`src/rtl/ram_fifo_ctrl_if.sv`:
```
// ram_fifo_ctrl_if
// Bundles the FIFO user handshake, the status/error outputs and the
// external dual-port RAM port of ram_fifo_ctrl. The slave modport is the
// controller's view. The master modport is the view of whatever sits
// around it: the producer/consumer plus the RAM that returns read data.

interface ram_fifo_ctrl_if #(
  parameter int DATAWL = 8,
  parameter int ADDRWL = 8
);

  // user side
  logic              flush;
  logic              push;
  logic [DATAWL-1:0] din;
  logic              pop;
  logic [DATAWL-1:0] dout;
  logic              dout_valid;
  logic              clr_err;

  // status
  logic              full;
  logic              afull;
  logic              empty;
  logic              aempty;
  logic [ADDRWL:0]   count;
  logic              ovf;
  logic              unf;

  // RAM port
  logic              ram_we;
  logic [ADDRWL-1:0] ram_wa;
  logic [DATAWL-1:0] ram_wd;
  logic [ADDRWL-1:0] ram_ra;
  logic [DATAWL-1:0] ram_rd;

  modport slave (
    input  flush, push, din, pop, clr_err, ram_rd,
    output dout, dout_valid, full, afull, empty, aempty, count, ovf, unf,
           ram_we, ram_wa, ram_wd, ram_ra
  );

  modport master (
    output flush, push, din, pop, clr_err, ram_rd,
    input  dout, dout_valid, full, afull, empty, aempty, count, ovf, unf,
           ram_we, ram_wa, ram_wd, ram_ra
  );

endinterface

```
`src/rtl/ram_fifo_ctrl.sv`:
```
// ram_fifo_ctrl
// FIFO controller that runs an external dual-port RAM as a circular queue.
// The RAM has a registered read and no read enable, so the read address
// always presents rd_ptr. The word for a pop is therefore captured by the
// RAM at the same edge that accepts the pop, and it is valid for exactly
// one cycle after that edge.
// Accept decisions use only the registered flags. This means a full FIFO
// never accepts a push, even when a pop happens in the same cycle, and an
// empty FIFO never accepts a pop.

module ram_fifo_ctrl #(
  parameter int DATAWL    = 8,
  parameter int ADDRWL    = 8,
  parameter int AFULL_TH  = (1 << ADDRWL) - 2,
  parameter int AEMPTY_TH = 2
) (
  input  logic             clk,
  input  logic             rst,
  ram_fifo_ctrl_if.slave   bus
);

  localparam int              DEPTH      = 1 << ADDRWL;
  localparam logic [ADDRWL:0] DEPTH_CNT  = (ADDRWL+1)'(DEPTH);
  localparam logic [ADDRWL:0] CNT_ONE    = (ADDRWL+1)'(1);
  localparam logic [ADDRWL-1:0] PTR_ONE  = ADDRWL'(1);
  // flag values for an empty queue (reset and flush)
  localparam logic AFULL_RST  = (AFULL_TH <= 0);
  localparam logic AEMPTY_RST = (AEMPTY_TH >= 0);

  logic [ADDRWL-1:0] wr_ptr;
  logic [ADDRWL-1:0] rd_ptr;
  logic [ADDRWL:0]   count_q;
  logic [ADDRWL:0]   count_next;
  logic              full_q;
  logic              afull_q;
  logic              empty_q;
  logic              aempty_q;
  logic              dout_valid_q;
  logic              ovf_q;
  logic              unf_q;
  logic              push_acc;
  logic              pop_acc;
  logic              push_err;
  logic              pop_err;

  // A request is accepted only when the registered flag permits it. Flush wins over everything.
  assign push_acc = bus.push & ~full_q  & ~bus.flush;
  assign pop_acc  = bus.pop  & ~empty_q & ~bus.flush;
  assign push_err = bus.push &  full_q  & ~bus.flush;
  assign pop_err  = bus.pop  &  empty_q & ~bus.flush;

  // RAM write port follows the accepted push. The read port always looks at the head entry.
  assign bus.ram_we = push_acc;
  assign bus.ram_wa = wr_ptr;
  assign bus.ram_wd = bus.din;
  assign bus.ram_ra = rd_ptr;

  assign bus.dout       = bus.ram_rd;
  assign bus.dout_valid = dout_valid_q;
  assign bus.count      = count_q;
  assign bus.full       = full_q;
  assign bus.afull      = afull_q;
  assign bus.empty      = empty_q;
  assign bus.aempty     = aempty_q;
  assign bus.ovf        = ovf_q;
  assign bus.unf        = unf_q;

  // Next occupancy. A simultaneous push and pop leaves the count unchanged.
  always_comb begin
    count_next = count_q;
    if (push_acc && !pop_acc) begin
      count_next = count_q + CNT_ONE;
    end else if (pop_acc && !push_acc) begin
      count_next = count_q - CNT_ONE;
    end
  end

  // Pointers, count, status flags and the read-valid strobe.
  always_ff @(posedge clk or posedge rst) begin
    if (rst) begin
      wr_ptr       <= '0;
      rd_ptr       <= '0;
      count_q      <= '0;
      full_q       <= 1'b0;
      afull_q      <= AFULL_RST;
      empty_q      <= 1'b1;
      aempty_q     <= AEMPTY_RST;
      dout_valid_q <= 1'b0;
    end else if (bus.flush) begin
      wr_ptr       <= '0;
      rd_ptr       <= '0;
      count_q      <= '0;
      full_q       <= 1'b0;
      afull_q      <= AFULL_RST;
      empty_q      <= 1'b1;
      aempty_q     <= AEMPTY_RST;
      dout_valid_q <= 1'b0;
    end else begin
      if (push_acc) begin
        wr_ptr <= wr_ptr + PTR_ONE;
      end
      if (pop_acc) begin
        rd_ptr <= rd_ptr + PTR_ONE;
      end
      count_q      <= count_next;
      full_q       <= (count_next == DEPTH_CNT);
      empty_q      <= (count_next == '0);
      afull_q      <= (int'(count_next) >= AFULL_TH);
      aempty_q     <= (int'(count_next) <= AEMPTY_TH);
      dout_valid_q <= pop_acc;
    end
  end

  // Sticky error flags. A new error in the same cycle beats a clear.
  always_ff @(posedge clk or posedge rst) begin
    if (rst) begin
      ovf_q <= 1'b0;
      unf_q <= 1'b0;
    end else begin
      if (push_err) begin
        ovf_q <= 1'b1;
      end else if (bus.clr_err) begin
        ovf_q <= 1'b0;
      end
      if (pop_err) begin
        unf_q <= 1'b1;
      end else if (bus.clr_err) begin
        unf_q <= 1'b0;
      end
    end
  end

endmodule

```
`src/flat_wrapper.sv`:
```
// flat-port wrapper written by rule: the top's interface ports become plain ports
module ram_fifo_ctrl_flat 
#(
  parameter int DATAWL    = 8,
  parameter int ADDRWL    = 8,
  parameter int AFULL_TH  = (1 << ADDRWL) - 2,
  parameter int AEMPTY_TH = 2
)
  (clk, rst, bus_flush, bus_push, bus_din, bus_pop, bus_clr_err, bus_ram_rd, bus_dout, bus_dout_valid, bus_full, bus_afull, bus_empty, bus_aempty, bus_count, bus_ovf, bus_unf, bus_ram_we, bus_ram_wa, bus_ram_wd, bus_ram_ra);
  ram_fifo_ctrl_if #(.DATAWL(DATAWL), .ADDRWL(ADDRWL)) bus_i ();
  input  logic clk;
  input  logic rst;
  input wire logic [$bits(bus_i.flush)-1:0] bus_flush;
  input wire logic [$bits(bus_i.push)-1:0] bus_push;
  input wire logic [$bits(bus_i.din)-1:0] bus_din;
  input wire logic [$bits(bus_i.pop)-1:0] bus_pop;
  input wire logic [$bits(bus_i.clr_err)-1:0] bus_clr_err;
  input wire logic [$bits(bus_i.ram_rd)-1:0] bus_ram_rd;
  output wire logic [$bits(bus_i.dout)-1:0] bus_dout;
  output wire logic [$bits(bus_i.dout_valid)-1:0] bus_dout_valid;
  output wire logic [$bits(bus_i.full)-1:0] bus_full;
  output wire logic [$bits(bus_i.afull)-1:0] bus_afull;
  output wire logic [$bits(bus_i.empty)-1:0] bus_empty;
  output wire logic [$bits(bus_i.aempty)-1:0] bus_aempty;
  output wire logic [$bits(bus_i.count)-1:0] bus_count;
  output wire logic [$bits(bus_i.ovf)-1:0] bus_ovf;
  output wire logic [$bits(bus_i.unf)-1:0] bus_unf;
  output wire logic [$bits(bus_i.ram_we)-1:0] bus_ram_we;
  output wire logic [$bits(bus_i.ram_wa)-1:0] bus_ram_wa;
  output wire logic [$bits(bus_i.ram_wd)-1:0] bus_ram_wd;
  output wire logic [$bits(bus_i.ram_ra)-1:0] bus_ram_ra;
  assign bus_i.flush = bus_flush;
  assign bus_i.push = bus_push;
  assign bus_i.din = bus_din;
  assign bus_i.pop = bus_pop;
  assign bus_i.clr_err = bus_clr_err;
  assign bus_i.ram_rd = bus_ram_rd;
  assign bus_dout = bus_i.dout;
  assign bus_dout_valid = bus_i.dout_valid;
  assign bus_full = bus_i.full;
  assign bus_afull = bus_i.afull;
  assign bus_empty = bus_i.empty;
  assign bus_aempty = bus_i.aempty;
  assign bus_count = bus_i.count;
  assign bus_ovf = bus_i.ovf;
  assign bus_unf = bus_i.unf;
  assign bus_ram_we = bus_i.ram_we;
  assign bus_ram_wa = bus_i.ram_wa;
  assign bus_ram_wd = bus_i.ram_wd;
  assign bus_ram_ra = bus_i.ram_ra;
  ram_fifo_ctrl #(.DATAWL(DATAWL), .ADDRWL(ADDRWL), .AFULL_TH(AFULL_TH), .AEMPTY_TH(AEMPTY_TH)) u_core (.clk(clk), .rst(rst), .bus(bus_i));
endmodule
```
`config.mk`:
```
export PLATFORM = sky130hd
export DESIGN_NAME = ram_fifo_ctrl_flat
export DESIGN_NICKNAME = d
export VERILOG_FILES = /design/src/rtl/ram_fifo_ctrl_if.sv /design/src/rtl/ram_fifo_ctrl.sv /design/src/flat_wrapper.sv
export SDC_FILE = /design/constraint.sdc
export NUM_CORES = 1
export LEC_CHECK = 0
export ABC_AREA = 1
export CAP_MARGIN = 20
export CORE_MARGIN = 2
export CORE_UTILIZATION = 41
export DETAILED_ROUTE_END_ITERATION = 16
export PLACE_DENSITY = 0.86
export SYNTH_ARGS = -nofsm -noshare
export SYNTH_HDL_FRONTEND = slang
export SYNTH_SLANG_ARGS = --single-unit
```
`constraint.sdc`:
```
create_clock -name clk -period 1.6 [get_ports clk]
set_clock_uncertainty 0.05 [all_clocks]
set_input_delay 0.32 -clock clk [delete_from_list [all_inputs] [get_ports clk]]
set_output_delay 0.32 -clock clk [all_outputs]
set_load 0.05 [all_outputs]
```
**Word level (Yosys, flattened, before mapping)**

Index checks and enable logic that the tools add are counted.

- Reduce and logical (&&, ||, !) cells: 9
- Magnitude comparators: 2
- Bitwise operators: 11
- Eq/ne operators: 1
- Mux-type cells: 15
- $add $sub $neg: 4

Operator list:

| operator | count |
|---|---|
| 8-bit two-way mux | 4 |
| 9-bit two-way mux | 3 |
| 8-bit by 1-bit adder with 8-bit output, second input constant | 2 |
| 9-bit by 1-bit adder with 9-bit output, second input constant | 1 |
| 9-bit == test, second input constant | 1 |
| 9-bit by 8-bit >= comparator with 1-bit output, second input constant | 1 |
| 9-bit by 2-bit less-or-equal comparator with 1-bit output, second input constant | 1 |
| 9-bit logical NOT | 1 |
| 9-bit by 1-bit subtractor with 9-bit output, second input constant | 1 |
| 1-bit bitwise AND | 8 |
| 1-bit two-way mux | 8 |
| 2-bit nonzero test | 4 |
| 1-bit NOT | 3 |
| 1-bit logical AND | 2 |
| 1-bit logical NOT | 2 |

- Input port bits: 22
- Bits in registers: 32
- Word-level logic and storage cells: 52

**Longest topological paths before layout**

Gate-level depths: netlist of run 1.

- Depth after elaboration: 9
- Depth in mapped cells: 13
- Gate-level depth less buffers: 13

**Worst setup path after synthesis of run 1**

OpenSTA, ideal clock, no wires.

- Path type: register -> register
- From: register u_core.full_q (netlist: u_core.bus.full)
- To: register u_core.full_q (netlist: u_core.bus.full)
- Stages on the path, launching flop included: 12
- Setup time: 71 ps
- Setup slack: -489 ps
- Path buffers: 0
- Required time: 1479 ps
- Period minus slack after synthesis: 2089 ps
- Data arrival time: 1968 ps
- Cells stage by stage: dfrtp_1 > inv_1 > nand2_2 > nor2_4 > nand2_2 > o21ai_2 > nand4_1 > nand2_1 > inv_2 > nor2_2 > nand2_1 > nor2_1

- Word-level cells in the longest chain between the ends: 9
- Elaborated cells on any way between the ends: 10
- Those cells by class: eq/ne (1); mux (3); bitwise (3); reduce/logical (3)

Ends and longest elaborated chain:

| what | RTL line | RTL |
|---|---|---|
| from (decl) | ram_fifo_ctrl.sv:34 | `logic full_q;` |
| from (signal assigned) | ram_fifo_ctrl.sv:106 | `full_q <= (count_next == DEPTH_CNT);` |
| 1-bit NOT * | ram_fifo_ctrl.sv:47 | `assign push_acc = bus.push & ~full_q & ~bus.flush;` |
| 1-bit bitwise AND * (2 in series) | ram_fifo_ctrl.sv:47 |  |
| via bus_ram_we | flat_wrapper.sv:28 | `output wire logic [$bits(bus_i.ram_we)-1:0] bus_ram_we;` |
| 1-bit logical NOT | ram_fifo_ctrl.sv:73 | `end else if (pop_acc && !push_acc) begin` |
| 1-bit logical AND | ram_fifo_ctrl.sv:73 |  |
| 9-bit two-way mux | ram_fifo_ctrl.sv:73 |  |
| 9-bit two-way mux * | ram_fifo_ctrl.sv:71 | `if (push_acc && !pop_acc) begin` |
| 9-bit == test * | ram_fifo_ctrl.sv:106 |  |
| 1-bit two-way mux * | ram_fifo_ctrl.sv:89 | `end else if (bus.flush) begin` |

Mark *: on every way through the listed nets, which the timed path passes. The rest lies on a longest branch.
A chain may end at the register's enable or synchronous reset.

**Final worst setup path of run 1**

- From: register u_core.empty_q (netlist: u_core.bus.empty)
- To: register u_core.full_q (netlist: u_core.bus.full)

- Word-level cells in the longest chain between the ends: 8
- Elaborated cells on any way between the ends: 10
- Those cells by class: eq/ne (1); mux (3); bitwise (3); reduce/logical (3)

Ends and longest elaborated chain:

| what | RTL line | RTL |
|---|---|---|
| from (decl) | ram_fifo_ctrl.sv:36 | `logic empty_q;` |
| from (signal assigned) | ram_fifo_ctrl.sv:107 | `empty_q <= (count_next == '0);` |
| 1-bit NOT * | ram_fifo_ctrl.sv:48 | `assign pop_acc = bus.pop & ~empty_q & ~bus.flush;` |
| 1-bit bitwise AND * (2 in series) | ram_fifo_ctrl.sv:48 |  |
| 1-bit logical AND or 1-bit logical NOT (tied branches) | ram_fifo_ctrl.sv:73, ram_fifo_ctrl.sv:71 |  |
| 9-bit two-way mux or 1-bit logical AND (tied branches) | ram_fifo_ctrl.sv:73, ram_fifo_ctrl.sv:71 |  |
| 9-bit two-way mux * | ram_fifo_ctrl.sv:71 |  |
| 9-bit == test * | ram_fifo_ctrl.sv:106 |  |
| 1-bit two-way mux * | ram_fifo_ctrl.sv:89 |  |

Every way passes the cells marked *; elsewhere a longest branch is shown, timed or not.

==> summary.txt, run 1 <==
Job
  • Max_cap viols: 0

Layout
  • Fraction of layout cells with a size suffix above 1: about half
  • FF/Latch Area: 816 µm²
  • Post-route insts no fill: between 400 and 500
  • Multi-input logic area: roughly 1200 µm²
  • Ant. Diodes: 0
  • FILL cells: around 280
  • Nets: ~380
  • Layout area overhead: 73.8%

Detailed routing
  • TritonRoute pass-1 iters: 5
  • Vias: 2,297
  • Routed vias/inst: between 5 and 6
  • First DRT Iteration DRCs: roughly 220
  • Wire per inst: between 15 and 20 µm
  • Routed WL: between 7000 and 8000 µm
  • Antenna viol nets, final: 0
  • DRC errors left: 0

Run status
  • Outcome: complete, but fails checks
  • Failing checks: setup timing

Clock tree
  • Hold buffers post-CTS: 0
  • Clock sinks: 32
  • CTS tree: done
  • Worst-path clk slew: about 70 ps
  • Cts bufs inserted: 5
  • Skew-Pair Late Insertion Delay: roughly 300 ps
  • Number of H-tree levels: 2
  • Clock Tree Buf Depth: 2
  • Root Driver: clkbuf_8

Critical path
  • Worst Setup Start Kind: register
  • Worst EP arrival: roughly 2100 ps
  • Cells along the critical path: nor2_4 -> nor2_4 -> nand3_2 -> nand2_1 -> nand2_1 -> nand2_2 -> nand3_2 -> nor2_4 -> nand2_1 -> nor2_1
  • Critical-path maximum fanout: 7
  • Max incr delay on CP: roughly 660 ps
  • CP Capture Type: register
  • CP delay by family, top: simple AND/OR/NAND/NOR gates
  • CP required: approximately 1800 ps
  • WS Path Type: register to register
  • Slowest cell on the critical path: dfstp_4
  • Worst path bufs/invs: 0
  • Register-to-register setup slack: -370 ps

Place
  • HPWL Detailed: ~4200 µm
  • RD Place Congestion: 0.879
  • Post-Place Worst Slack: -561 ps
  • Buffers on Ports: 38
  • Placed Cells: around 380

STA
  • Final worst-path cycle share: 123%
  • Final setup fails: 12
  • Fin crit period: ~2000 ps
  • RSZ-0062 raised after global routing: yes
  • Slew @ Worst Pin: between 300 and 400 ps
  • Final Max Tran Viols: 0
  • Final hold vios: 0
  • Worst Setup Slack, final: -365 ps
  • FMAX: approximately 500 MHz
  • Max-slew headroom: approximately three quarters

Synth
  • Count leader, synth: nand2_1
  • Number of synthesized flops with an enable pin: 0
  • Area share of the largest cell type after synthesis: 37.8%
  • Ys Warns: 0
  • Synth top cells by count: 69 x nand2_1, 32 x inv_1, 30 x dfrtp_1
  • Ys async rst share: between 90% and 100%
  • Main synth FF type: dfrtp_1
  • Yosys top cell by area: dfrtp_1
  • Post-synth cell types: 24
  • Mapped Nets: 300
  • Mean Syn Cell Area: between 7 and 8 µm²
  • Sequential fraction of the synthesis area: between 40% and 50%
  • Cell area after synthesis: 1990 µm²
  • Syn Inst Count: between 200 and 300
  • Yosys reg bits: 32
  • Largest cells by area after synthesis: dfrtp_1 38%, nand2_1 13%, nand3_1 7.3%, buf_4 6.0%, inv_1 6.0%

GRT
  • Initial antenna violation count: 0
  • Vias in the first global route: around 2,100
  • Grt ovf: 0
  • Gr usage total: ~25%
  • First-pass GRT wire length: around 10,000 µm
  • Largest net degree at the start of global routing: 18

Floorplan
  • Row cnt: 25
  • Die area: about 5400 µm²
  • Starting Density: a little over two fifths
  • I/O pins: between 70 and 80
  • Die Wd: 73.6 µm
  • Chip height: ~74 µm
  • Core area: 4690 µm²

Power and ir drop
  • Peak VDD IR: ~490 µV
  • Total power: around 2900 µW
  • Static Leak: around 0.0016 µW
  • Pwr per Cell Area: ~830 nW/µm²

Hold path
  • Hold WC Path Type: input pin to asynchronous set/reset pin
-- cells in the final DEF, fill, tap and decap left out, types with 6 or more instances in the layout --
| cell | synthesis | final |
|---|---|---|
| nand2_1 | 69 | 49 |
| buf_4 | 16 | 44 |
| buf_12 | 0 | 34 |
| inv_1 | 32 | 27 |
| dfrtp_1 | 30 | 23 |
| nand3_1 | 29 | 21 |
| nor2_1 | 29 | 20 |
| nand2_2 | 2 | 18 |
| nor2_4 | 3 | 11 |
| a21oi_1 | 13 | 11 |
| nand3_2 | 3 | 9 |
| inv_2 | 6 | 8 |
| buf_6 | 1 | 8 |
| o21ai_0 | 11 | 7 |
| dfrtp_2 | 0 | 7 |
| nand4_1 | 6 | 6 |
| nor2_2 | 5 | 6 |
| clkbuf_8 | 0 | 6 |
-- sequential cells by signal, summed over array words and instances (netlist names) --
register,count
u_core.bus.aempty,1
u_core.bus.afull,1
u_core.bus.unf,1
u_core.bus.ovf,1
u_core.bus.ram_ra,8
u_core.bus.count,9
u_core.bus.ram_wa,8
u_core.bus.empty,1
u_core.bus.full,1
u_core.bus.dout_valid,1
-- power breakdown --
part           switching, µW  leakage (µW)  internal [µW]
combinational            708       0.00115            539
clock                    323     0.0000445            349
sequential              83.1      0.000423            877
-- layer usage --
| layer | global-route usage [%] | wire [µm] | share of wire, % |
|---|---|---|---|
| met5 | 0 | 0 | 0 |
| met4 | 15.2 | 397 | 5.3 |
| met3 | 6.17 | 550 | 7.3 |
| met2 | 41.4 | 3860 | 51 |
| met1 | 29.0 | 2750 | 36 |
-- final timing paths --
check / from / to / cells after the start
worst max register to register: u_core.bus.empty / u_core.bus.full / 10
max in group asynchronous: rst / u_core.bus.aempty / 3
worst min-delay path: rst / u_core.bus.ram_ra[6] / 2
worst min register to register: u_core.bus.ram_ra[0] / u_core.bus.ram_ra[0] / 1
min in group clk: u_core.bus.ram_ra[0] / u_core.bus.ram_ra[0] / 1
worst max-delay path: u_core.bus.empty / u_core.bus.full / 10
-- layout make-up --
type                    count  share of cell area [%]
flip-flops and latches     32                    23.6
clock inverters             1                   0.217
multi-input cells         185                    34.2
clock buffers               7                    2.50
well taps                  54                    1.96
inverters                  38                    4.34
repair buffers             91                    33.2
-- what timing repair did --
action | CTS | global route
gates cloned | 0 | 0
buffers inserted | 9 | 8
pin swaps | 12 | 22
resized for setup | 32 | 52
setup endpoints to repair | 17 | 17
-- per-stage QoR --
step                setup TNS (ps)  hold slack, ps  cell area (µm²)  util (%)
CTS                           -458             247             3220      68.6
global route                 -2860             285             3460      73.7
detailed placement           -8440             469             2960      63.0
floorplan                    -1630             342             2030         -
finish                       -1950             227             3460      73.7
global placement             -7180             463             2960      63.0
-- kinds of logic (layout without fill, tap and decap cells) --
group / count (synthesis) / in the layout / synth area share [%]
simple gates: 153 / 153 / 35.0
buf+inv: 57 / 137 / 14.2
flops: 32 / 32 / 40.4
compound gates: 27 / 27 / 7.49
fa+ha+maj: 4 / 4 / 2.52
xor+xnor: 1 / 1 / 0.441
No activity file was read; power rests on OpenSTA's default activity.
==> run 2, diff against run 1 <==
--- a/config.mk
+++ b/config.mk
@@ -9,6 +9,8 @@
 export CAP_MARGIN = 20
 export CORE_MARGIN = 2
 export CORE_UTILIZATION = 41
+export CTS_CLUSTER_DIAMETER = 30
+export CTS_CLUSTER_SIZE = 20
 export DETAILED_ROUTE_END_ITERATION = 16
 export PLACE_DENSITY = 0.86
 export SYNTH_ARGS = -nofsm -noshare
==> results of run 2 <==
No change in the layout: final DEF, timing and power equal those of run 1.
